### src/rtl/pic_fetch_sequencer.sv
// Program-counter, instruction register and hardware return stack for the 14-bit-opcode core.
// Resolves GOTO/CALL/RET*, PCL writes, skips and interrupt entry with a one-cycle flush bubble.
module pic_fetch_sequencer #(
  parameter int unsigned STACK_DEPTH = 8,
  parameter logic [12:0] RST_VECTOR  = 13'h000,
  parameter logic [12:0] IRQ_VECTOR  = 13'h004
) (
  input  logic        clk_i,
  input  logic        rst_i,
  input  logic        stall_i,
  input  logic [13:0] prog_dat_i,
  input  logic        skip_i,
  input  logic        pcl_wr_i,
  input  logic [7:0]  pcl_dat_i,
  input  logic [4:0]  pclath_i,
  input  logic        irq_i,
  output logic [12:0] prog_adr_o,
  output logic [13:0] inst_o,
  output logic        inst_valid_o,
  output logic        irq_ack_o,
  output logic        gie_set_o,
  output logic        stack_ovf_o,
  output logic        stack_unf_o
);

  localparam int SP_W = (STACK_DEPTH > 1) ? $clog2(STACK_DEPTH) : 1;
  localparam logic [SP_W:0] DEPTH_FULL = (SP_W + 1)'(STACK_DEPTH);

  typedef enum logic [2:0] {
    EV_SEQ,
    EV_GOTO,
    EV_CALL,
    EV_RET,
    EV_PCL,
    EV_SKIP,
    EV_IRQ
  } pc_event_e;

  logic [12:0]     r_pc;
  logic [13:0]     r_inst;
  logic            r_valid;
  logic            r_irqAck;
  logic            r_gieSet;
  logic            r_ovf;
  logic            r_unf;
  logic [SP_W-1:0] r_sp;
  logic [SP_W:0]   r_depth;
  logic [12:0]     r_stack [STACK_DEPTH];

  logic            w_isGoto;
  logic            w_isCall;
  logic            w_isReturn;
  logic            w_isRetfie;
  logic            w_isRetlw;
  logic            w_isRet;
  logic [12:0]     w_target;
  logic [12:0]     w_pcInc;
  logic [SP_W-1:0] w_popIdx;
  logic [12:0]     w_popVal;
  pc_event_e       w_event;
  logic [12:0]     w_pcNext;
  logic            w_validNext;
  logic            w_push;
  logic            w_pop;
  logic            w_irqAckNext;
  logic            w_gieSetNext;
  logic [SP_W:0]   w_depthNext;

  // A flushed bubble carries a real ROM word, so every decode is qualified by r_valid.
  assign w_isGoto   = r_valid && (r_inst[13:11] == 3'b101);
  assign w_isCall   = r_valid && (r_inst[13:11] == 3'b100);
  assign w_isReturn = r_valid && (r_inst == 14'h0008);
  assign w_isRetfie = r_valid && (r_inst == 14'h0009);
  assign w_isRetlw  = r_valid && (r_inst[13:10] == 4'b1101);
  assign w_isRet    = w_isReturn || w_isRetfie || w_isRetlw;

  assign w_target = {pclath_i[4:3], r_inst[10:0]};
  assign w_pcInc  = r_pc + 13'd1;
  assign w_popIdx = r_sp - SP_W'(1);
  assign w_popVal = r_stack[w_popIdx];

  always_comb begin
    w_event = EV_SEQ;
    if (w_isGoto) begin
      w_event = EV_GOTO;
    end else if (w_isCall) begin
      w_event = EV_CALL;
    end else if (w_isRet) begin
      w_event = EV_RET;
    end else if (r_valid && pcl_wr_i) begin
      w_event = EV_PCL;
    end else if (r_valid && skip_i) begin
      w_event = EV_SKIP;
    end else if (r_valid && irq_i) begin
      w_event = EV_IRQ;
    end
  end

  always_comb begin
    w_pcNext     = w_pcInc;
    w_validNext  = 1'b0;
    w_push       = 1'b0;
    w_pop        = 1'b0;
    w_irqAckNext = 1'b0;
    w_gieSetNext = 1'b0;
    case (w_event)
      EV_SEQ: begin
        w_validNext = 1'b1;
      end
      EV_GOTO: begin
        w_pcNext = w_target;
      end
      EV_CALL: begin
        w_pcNext = w_target;
        w_push   = 1'b1;
      end
      EV_RET: begin
        w_pcNext     = w_popVal;
        w_pop        = 1'b1;
        w_gieSetNext = w_isRetfie;
      end
      EV_PCL: begin
        w_pcNext = {pclath_i, pcl_dat_i};
      end
      EV_SKIP: begin
        w_pcNext = w_pcInc;
      end
      EV_IRQ: begin
        w_pcNext     = IRQ_VECTOR;
        w_push       = 1'b1;
        w_irqAckNext = 1'b1;
      end
      default: begin
        w_pcNext = w_pcInc;
      end
    endcase
  end

  // Depth saturates at both ends; the circular pointer keeps wrapping regardless.
  always_comb begin
    w_depthNext = r_depth;
    if (w_push && (r_depth != DEPTH_FULL)) begin
      w_depthNext = r_depth + (SP_W + 1)'(1);
    end else if (w_pop && (r_depth != '0)) begin
      w_depthNext = r_depth - (SP_W + 1)'(1);
    end
  end

  always_ff @(posedge clk_i) begin
    if (rst_i) begin
      r_pc     <= RST_VECTOR;
      r_inst   <= '0;
      r_valid  <= 1'b0;
      r_irqAck <= 1'b0;
      r_gieSet <= 1'b0;
      r_ovf    <= 1'b0;
      r_unf    <= 1'b0;
      r_sp     <= '0;
      r_depth  <= '0;
    end else if (stall_i) begin
      r_irqAck <= 1'b0;
      r_gieSet <= 1'b0;
    end else begin
      r_pc     <= w_pcNext;
      r_inst   <= prog_dat_i;
      r_valid  <= w_validNext;
      r_irqAck <= w_irqAckNext;
      r_gieSet <= w_gieSetNext;
      r_depth  <= w_depthNext;
      if (w_push) begin
        r_sp <= r_sp + SP_W'(1);
        if (r_depth == DEPTH_FULL) begin
          r_ovf <= 1'b1;
        end
      end else if (w_pop) begin
        r_sp <= w_popIdx;
        if (r_depth == '0) begin
          r_unf <= 1'b1;
        end
      end
    end
  end

  always_ff @(posedge clk_i) begin
    if (!rst_i && !stall_i && w_push) begin
      r_stack[r_sp] <= r_pc;
    end
  end

  assign prog_adr_o   = r_pc;
  assign inst_o       = r_inst;
  assign inst_valid_o = r_valid;
  assign irq_ack_o    = r_irqAck;
  assign gie_set_o    = r_gieSet;
  assign stack_ovf_o  = r_ovf;
  assign stack_unf_o  = r_unf;

endmodule

### config.mk
export PLATFORM = sky130hd
export DESIGN_NAME = pic_fetch_sequencer
export DESIGN_NICKNAME = d
export VERILOG_FILES = /design/src/rtl/pic_fetch_sequencer.sv
export SDC_FILE = /design/constraint.sdc
export NUM_CORES = 1
export LEC_CHECK = 0
export CORE_MARGIN = 2
export CORE_UTILIZATION = 40
export CTS_CLUSTER_DIAMETER = 50
export CTS_CLUSTER_SIZE = 16
export DETAILED_ROUTE_END_ITERATION = 10
export PLACE_DENSITY = 0.59
export SYNTH_ARGS = -nofsm -noshare
export SYNTH_HDL_FRONTEND = slang
export SYNTH_SLANG_ARGS = --single-unit
export TNS_END_PERCENT = 1
### constraint.sdc
create_clock -name clk_i -period 9.2 [get_ports clk_i]
set_input_delay 1.84 -clock clk_i [delete_from_list [all_inputs] [get_ports clk_i]]
set_output_delay 1.84 -clock clk_i [all_outputs]
set_load 0.03 [all_outputs]
==> run metrics, run 1 <==
synthesized area per cell 14.1 um^2; Netlist cell types 78; Yosys reg bits 143; max-cap viol count 0; Crit Path Max Fanout 9; Synth area leaders edfxtp_1, dfxtp_1, mux2i_1; n_diodes 0; DP Area between 0.007 and 0.008 mm^2; Net Sw Frac 0.248; Port Buffers 64; footprint of the multi-input gates 0.00242 mm^2; clock network power share 0.444; clock sinks 143; core box area around 0.016 mm^2; drt drc 0; area leader, netlist edfxtp_1; share of layout cells above drive strength 1 0.142; hpwl dp approximately 12,000 um; Setup Buffers After CTS 0; Layout fillers 1,390; Post-DRT Antenna Nets 0; Setup Crit Path Kind in -> reg; Seq/Total Area, Yosys 0.598; CP required 9.49 ns; routed len/inst 23.1 um; Synth top area share 0.478; Rows 46; Final Cycle Share 0.521; Die ar. 0.0174 mm^2; clk root buf clkbuf_16; total negative slack 0 ns; RSZ-0062 raised after global routing false; f_max 0.209 GHz; CTS max path bufs 2; Initial Utilization 0.410; Placer Congestion approximately 0.86; clock skew 0.0113 ns; YS warnings 0; Num CTS Buffers 17; Die Ht roughly 130 um; Post-CTS Resized 0; clock latency on the worst-skew pair 0.43 ns; vias after detailed routing around 4,500; number of synthesized flops with an enable pin around 100; flip-flop and latch area 0.00390 mm^2; Final Max Slew Viols 0; H-tree Lvls 4; Hold-fix buffers, CTS 0; PD cells 191 mW/mm^2; Synth async-reset ratio 0; CTS clock-pin slew for the worst setup and hold paths about 0.06 ns; WP data arrival just over 5 ns; first-pass GRT wire length 27,000 um; endpoints failing hold 0; grt ovf 0; CTS tree done; routed vias/inst a little under 6; Area growth syn-to-layout 21.1%; Setup violations, final 0; All-Layer GR Usage 0.209; sw power 0.000374 W; number of I/O pins 65; total power 0.00151 W; cell count after synthesis 464; Worst-Margin Slew 1.15 ns; worst hold slack slightly below 0.5 ns; Worst setup SP type input pin; status finished, final reports clean; kind of end point of the critical path register; largest net degree at the start of global routing 42; routed wire length 17,500 um; Comb pwr share 0.083; Iter 0 DRT Violations 504; Design Area, Final 0.00791 mm^2; Reg power frac 0.474; drt pass-1 iters 6; Mapped Area about 0.0065 mm^2; P_leak between 2 and 3 nW; Cell Int Power 0.00113 W; Synth Flop Type edfxtp_1; Max VDD drop 0.000146 V; Syn Nets 503; Chip Width 132 um; most frequent cell after synthesis edfxtp_1; Hold WC Path Type reg -> reg; initial antenna violation count 0; Max-slew headroom 0.229; vias in the first global route 4,329; Tmin final ~4.8 ns; Post-synth top cells edfxtp_1, dfxtp_1, nor2_1, mux2i_1, nand2_1; final net count 570
[metrics by stage]
stage	setup WS [ns]	util	cells
2_1_floorplan	5.02	-	464
6_report	4.41	0.496	760
3_3_place_gp	4.18	0.460	728
5_1_grt	4.21	0.496	760
4_1_cts	4.44	0.496	760
3_5_place_dp	3.99	0.460	728
[placed cells by master, fill, tap and decap left out, types with 4 or more instances in the layout]
cell / n
edfxtp_1: 104
buf_4: 10
nor2_1: 39
clkbuf_16: 17
inv_6: 5
mux2_2: 5
nand3_1: 12
nor4_1: 5
ha_1: 5
a21oi_1: 9
nor3_2: 5
clkdlybuf4s50_1: 63
dfxtp_1: 39
nand4_1: 5
xnor2_1: 4
mux4_1: 9
mux2i_1: 34
a221oi_1: 11
nand2_1: 25
nor2b_1: 6
nor3_1: 13
inv_1: 5
a31oi_1: 8
mux4_2: 12
o21ai_0: 10
[registers in the layout, indices dropped and copies added, names as in the netlist]
signal	flops
stack_ovf_o	1
r_stack	104
inst_o	14
gie_set_o	1
inst_valid_o	1
r_depth	4
stack_unf_o	1
irq_ack_o	1
r_sp	3
prog_adr_o	13
[power by group through the flow]
stage / clock network, W / registers [W] / logic [W]
4_1_cts: 0.000676 / 0.000714 / 0.000125
3_5_place_dp: 0 / 0.000728 / 0.000125
5_1_grt: 0.000706 / 0.000715 / 0.000133
3_3_place_gp: 0 / 0.000728 / 0.000123
6_report: 0.000669 / 0.000714 / 0.000125
2_1_floorplan: 0 / 0.000736 / 0.0000614
[per-layer routing]
layer,vias up,global-route usage,share of wire
met1,2259,0.295,0.44
met3,22,0.0327,0.060
li1,1989,-,-
met2,197,0.331,0.48
met4,0,0.0719,0.015
met5,-,0,0
[cell type report]
cell class                 instances  area share
clock inverter                    15      0.0190
sequential                       143       0.494
multi-input combinational        287       0.306
clock buffer                      17      0.0538
timing repair buffer              74      0.0899
inverter                           8     0.00380
tap                              216      0.0342
[critical path, stage by stage]
cell and delay [ns]:
clkdlybuf4s50_1 0.50, nor2_1 0.16, nand4_1 0.28, o31ai_4 0.62, nand2_1 0.23, ha_1 0.33
a21o_1 0.17, a21oi_1 0.35, nor2b_1 0.10, a2111oi_2 0.36, o32ai_1 0.12
[path summary, 6_finish.rpt]
path	start	slack, ns	endpoint	depth (start not counted)
max reg2reg	inst_valid_o$_SDFFE_PP0N_	5.50	r_depth[3]$_SDFFE_PP0P_	10
max	pcl_wr_i	4.41	r_depth[3]$_SDFFE_PP0P_	11
min reg2reg	stack_unf_o$_SDFFE_PP0P_	0.49	stack_unf_o$_SDFFE_PP0P_	2
min	stack_unf_o$_SDFFE_PP0P_	0.49	stack_unf_o$_SDFFE_PP0P_	2
[logic make-up after synthesis]
logic type                 after synthesis  share of synthesized area
buffers and inverters                   34                     0.0345
muxes                                   60                      0.138
xor gates and xnor gates                 7                     0.0123
DFF                                    143                      0.598
and+or+nand+nor                        134                      0.106
adders and majority gates                6                     0.0126
AOI/OAI and AO/OA                       80                     0.0987
(Power assumes the default switching activity.)
==> run 2, diff against run 1 <==
- PLACE_DENSITY: 0.59 -> 0.62
- clock period: 9.2 -> 4.3 ns (I/O delays scaled with it)
==> run 2 against run 1 <==
Net effect: first-iteration DRC count up 2.2%; register-to-register slack got worse by 4.5 ns; sequential cell count is the same; critical path depth is the same; cell count increased by 1.1%; critical path type unchanged; largest power group unchanged; highest routed layer unchanged.
==> run metrics, run 2 (synthesis results as in run 1) <==
initial antenna violation count 0; Worst setup SP type input pin; most frequent cells in the layout edfxtp_1, clkdlybuf4s50_1, nor2_1, dfxtp_1, mux2i_1; Num CTS Buffers 17; Max VDD drop about 0.0003 V; routed wire length ~16,000 um; Placer Congestion 0.829; Core Util, Final 0.501; endpoints failing hold 0; H-tree Lvls 4; most common cell after layout, fill and taps aside edfxtp_1; f_max 0.294 GHz; Initial Utilization 0.410; share of layout cells above drive strength 1 0.150; Final Cycle Share 0.791; CTS max path bufs 2; footprint of the multi-input gates 0.00242 mm^2; flip-flop and latch area 0.00390 mm^2; clock skew ~0.0076 ns; drt drc 0; All-Layer GR Usage 0.192; CP required 4.59 ns; Port Buffers 64; final net count 578; Setup violations, final 0; Tmin final 3.40 ns; max FFs per register 104; status finished, final reports clean; clock sinks 143; largest net degree at the start of global routing 42; WP data arrival 3.69 ns; Setup Buffers After CTS 0; most flop-heavy register r_stack; hpwl dp approximately 10,000 um; grt ovf 0; Layout fillers 1,381; routed vias/inst approximately 5.8; Die ar. roughly 0.017 mm^2; Chip Width around 130 um; clk root buf clkbuf_16; kind of end point of the critical path register; Setup Crit Path Kind in -> reg; number of I/O pins 65; Hold WC Path Type reg -> reg; Post-DRT Antenna Nets 0; hold path depth 2; vias in the first global route 4,339; total negative slack 0 ns; Max-slew headroom 0.343; Worst-Margin Slew about 0.99 ns; first-pass GRT wire length 25,300 um; Worst Reg2Reg Path Length in Cells 10; n_diodes 0; clock latency on the worst-skew pair 0.41 ns; Rows 46; max-cap viol count 0; total power roughly 0.0033 W; drt pass-1 iters 5; Final Max Slew Viols 0; dpl ws roughly 0.5 ns; Final Worst Setup Slack 0.900 ns; core box area 0.0159 mm^2; Post-CTS Resized 0; vias after detailed routing 4,480; Iter 0 DRT Violations about 520; PD cells 408 mW/mm^2; RSZ-0062 raised after global routing false; CTS tree done; Crit Path Max Fanout 7; Die Ht between 100 and 150 um; Hold-fix buffers, CTS 0; Area growth syn-to-layout 22.3%; CTS clock-pin slew for the worst setup and hold paths 0.06 ns; P_leak between 2 and 3 nW; routed len/inst roughly 21 um
-- run 2: final timing paths --
| path | start | end | slack [ns] |
|---|---|---|---|
| worst max register to register | inst_valid_o$_SDFFE_PP0N_ | r_depth[3]$_SDFFE_PP0P_ | 1.02 |
| worst min-delay path | stack_ovf_o$_SDFFE_PP0P_ | stack_ovf_o$_SDFFE_PP0P_ | 0.49 |
| worst min register to register | stack_ovf_o$_SDFFE_PP0P_ | stack_ovf_o$_SDFFE_PP0P_ | 0.49 |
| worst max-delay path | pcl_wr_i | r_depth[3]$_SDFFE_PP0P_ | 0.90 |
-- run 2: cell type report --
class / instances / area share
tap: 216 / 0.0338
clock buffer: 18 / 0.0537
timing repair buffer: 82 / 0.0965
sequential: 143 / 0.489
inverter: 8 / 0.00376
multi-input combinational: 287 / 0.303
clock inverter: 14 / 0.0207
-- run 2: where the power goes --
group,internal (W),leakage [nW],total [W],switching [W]
Sequential,0.00149,1.28,0.00153,0.0000383
Combinational,0.000117,1.14,0.000255,0.000138
Clock,0.000912,0.287,0.00147,0.000557
-- run 2: per-layer routing --
layer	routed length [um]	global-route usage
met5	0	0
met4	272	0.0652
met3	919	0.0400
met2	8140	0.309
met1	7100	0.262
-- run 2: metrics by stage --
step           instance area [um^2]  hold WS, ns  std cells
5_1_grt                        7990        0.540        768
3_3_place_gp                   7390        0.471        736
6_report                       7990        0.489        768
4_1_cts                        7990        0.490        768
3_5_place_dp                   7390        0.475        736
2_1_floorplan                  6530        0.572        464
-- run 2: worst max-delay path: stages --
cell and delay (ns):
clkdlybuf4s50_1 0.51, nor2_1 0.17, nand4_1 0.28, o31ai_4 0.32
nand2_1 0.15, ha_1 0.31, a21o_1 0.18, a21oi_1 0.33
nor2b_1 0.10, a2111oi_2 0.34, o32ai_1 0.11
==> run 3, diff against run 2 <==
- PLACE_DENSITY: 0.62 -> 0.59
- clock period: 4.3 -> 3.42 ns (I/O delays scaled with it)
==> run 3 against run 2 <==
Net effect: via count is 0.87% lower; clock-buffer cell count decreased by 1; sequential share of layout area shrank 1.4 points; clock skew rose by 0.0039 ns; routed wire length grew 1.8%; cell count grew 2.2%; non-clock buffer count grew 17; sequential cell count is the same; critical path type unchanged.
==> run metrics, run 3 (synthesis results as in run 1) <==
routed wire length between 15,000 and 20,000 um; post-route insts no fill 785; Post-DRT Antenna Nets 0; Die ar. 0.0174 mm^2; Initial Utilization 0.410; endpoints failing hold 0; worst hold slack between 0.4 and 0.5 ns; P_leak around 2.8 nW; clock skew 0.0115 ns; RSZ-0062 raised after global routing false; PD cells 533 mW/mm^2; CTS clock-pin slew for the worst setup and hold paths roughly 0.060 ns; Setup violations, final 0; Worst Reg2Reg Path Length in Cells 10; largest net degree at the start of global routing 37; r2r endpoint r_depth[3]$_SDFFE_PP0P_; clk root buf clkbuf_16; n_diodes 0; initial antenna violation count 0; Design Area, Final around 0.0082 mm^2; Max VDD drop ~0.00042 V; Hold-fix buffers, CTS 0; hpwl dp around 11,000 um; Area growth syn-to-layout 25.9%; Tmin final 2.97 ns; Rows 46; most flop-heavy register r_stack; status finished, final reports clean; routed len/inst between 20 and 25 um; Final Max Slew Viols 0; H-tree Lvls 4; vias after detailed routing about 4,400; Placer Congestion around 0.85; final net count just under 600; Final Cycle Share 0.869; Worst setup SP type input pin; dpl cells 753; Post-CTS Resized 0; clock sinks 143; All-Layer GR Usage 0.199; crit path max-delay cell type clkdlybuf4s50_1; f_max 0.337 GHz; CP cell instances clkdlybuf4s50_1, nor2_1, nand4_1, o31ai_4, nand2_1, ha_1, a21o_1, a21oi_1, nor2b_1, a2111oi_2, o32ai_1; Levels on crit path 11; first-pass GRT wire length 26,100 um; Setup Crit Path Kind in -> reg; Worst Setup SP skip_i; most frequent cells in the layout edfxtp_1, clkdlybuf4s50_1, nor2_1, dfxtp_1, mux2i_1; Port Buffers 64; CTS tree done; most common cell after layout, fill and taps aside edfxtp_1; Max-slew headroom 0.562; drt drc 0; Setup Buffers After CTS 0; vias in the first global route roughly 4,400; Chip Width 132 um; worst path bufs/invs 1; Iter 0 DRT Violations slightly below 500; Hold WC Path Type reg -> reg; drt pass-1 iters 5; total negative slack 0 ns; Die Ht 132 um; Worst-Margin Slew 0.656 ns; max-cap viol count 0; share of layout cells above drive strength 1 0.179; Num CTS Buffers 17; grt ovf 0; worst setup path endpoint r_depth[3]$_SDFFE_PP0P_; crit-path max cell delay 0.44 ns; kind of end point of the critical path register; core box area roughly 0.016 mm^2; max FFs per register 104; DP Area between 0.007 and 0.008 mm^2; CTS max path bufs 2; Crit Path Max Fanout 5; number of I/O pins 65; crit-path leading delay family compound AO/OA/AOI/OAI gates; worst r2r src inst_o[13]$_SDFFE_PP0N_; Reg2Reg Setup Slack 0.55 ns; CP required ~3.7 ns; clock latency on the worst-skew pair about 0.42 ns; WP data arrival 3.26 ns; routed vias/inst 5.66
-- run 3: changes by cell type in the layout (fill, tap and decap cells not counted), moves of 2 or more --
| cell | previous run | this run |
|---|---|---|
| buf_4 | 18 | 33 |
| bufinv_16 | 3 | 6 |
| buf_12 | 0 | 2 |
| clkinv_2 | 3 | 1 |
| clkinvlp_4 | 2 | 0 |
-- run 3: cell type report --
| type | count | area, um^2 |
|---|---|---|
| Tap cell | 216 | 270 |
| Clock inverter | 15 | 255 |
| Sequential cell | 143 | 3900 |
| Fill cell | 1344 | 7720 |
| Clock buffer | 17 | 425 |
| Inverter | 8 | 30.0 |
| Timing Repair Buffer | 99 | 923 |
| Multi-Input combinational cell | 287 | 2420 |
-- run 3: worst min-delay path: stages (launching register included) --
cell and delay [ns]:
dfxtp_1 0.33, a21oi_1 0.04, nor2_1 0.07
-- run 3: power breakdown --
| part | total, W | switching [W] | internal [W] |
|---|---|---|---|
| logic | 0.000346 | 0.000187 | 0.000158 |
| registers | 0.00192 | 0.0000394 | 0.00188 |
| clock network | 0.00212 | 0.000742 | 0.00138 |
-- run 3: layer usage --
layer,routed length (um),track usage,share of wire
met1,7550,0.278,0.45
met2,8040,0.313,0.48
met3,960,0.0388,0.057
met4,177,0.0658,0.011
met5,0,0,0
-- run 3: stage by stage --
| step | worst slack (ns) | power (W) | utilization |
|---|---|---|---|
| floorplan | 0.392 | 0.00214 | - |
| global placement | 0.0916 | 0.00229 | 0.473 |
| detailed placement | 0.00136 | 0.00230 | 0.473 |
| CTS | 0.446 | 0.00442 | 0.516 |
| global route | 0.173 | 0.00451 | 0.516 |
| finish | 0.449 | 0.00439 | 0.516 |
-- run 3: how the worst min path moves through the flow --
stage	slack [ns]	startpoint	cells past startpoint	end
4_1_cts	0.48	stack_ovf_o$_SDFFE_PP0P_	2	stack_ovf_o$_SDFFE_PP0P_
5_1_grt	0.52	stack_unf_o$_SDFFE_PP0P_	2	stack_unf_o$_SDFFE_PP0P_
3_5_place_dp	0.47	stack_ovf_o$_SDFFE_PP0P_	2	stack_ovf_o$_SDFFE_PP0P_
3_3_place_gp	0.47	stack_unf_o$_SDFFE_PP0P_	2	stack_unf_o$_SDFFE_PP0P_
6_report	0.48	stack_ovf_o$_SDFFE_PP0P_	2	stack_ovf_o$_SDFFE_PP0P_
2_1_floorplan	0.57	r_depth[0]$_SDFFE_PP0P_	2	r_depth[0]$_SDFFE_PP0P_
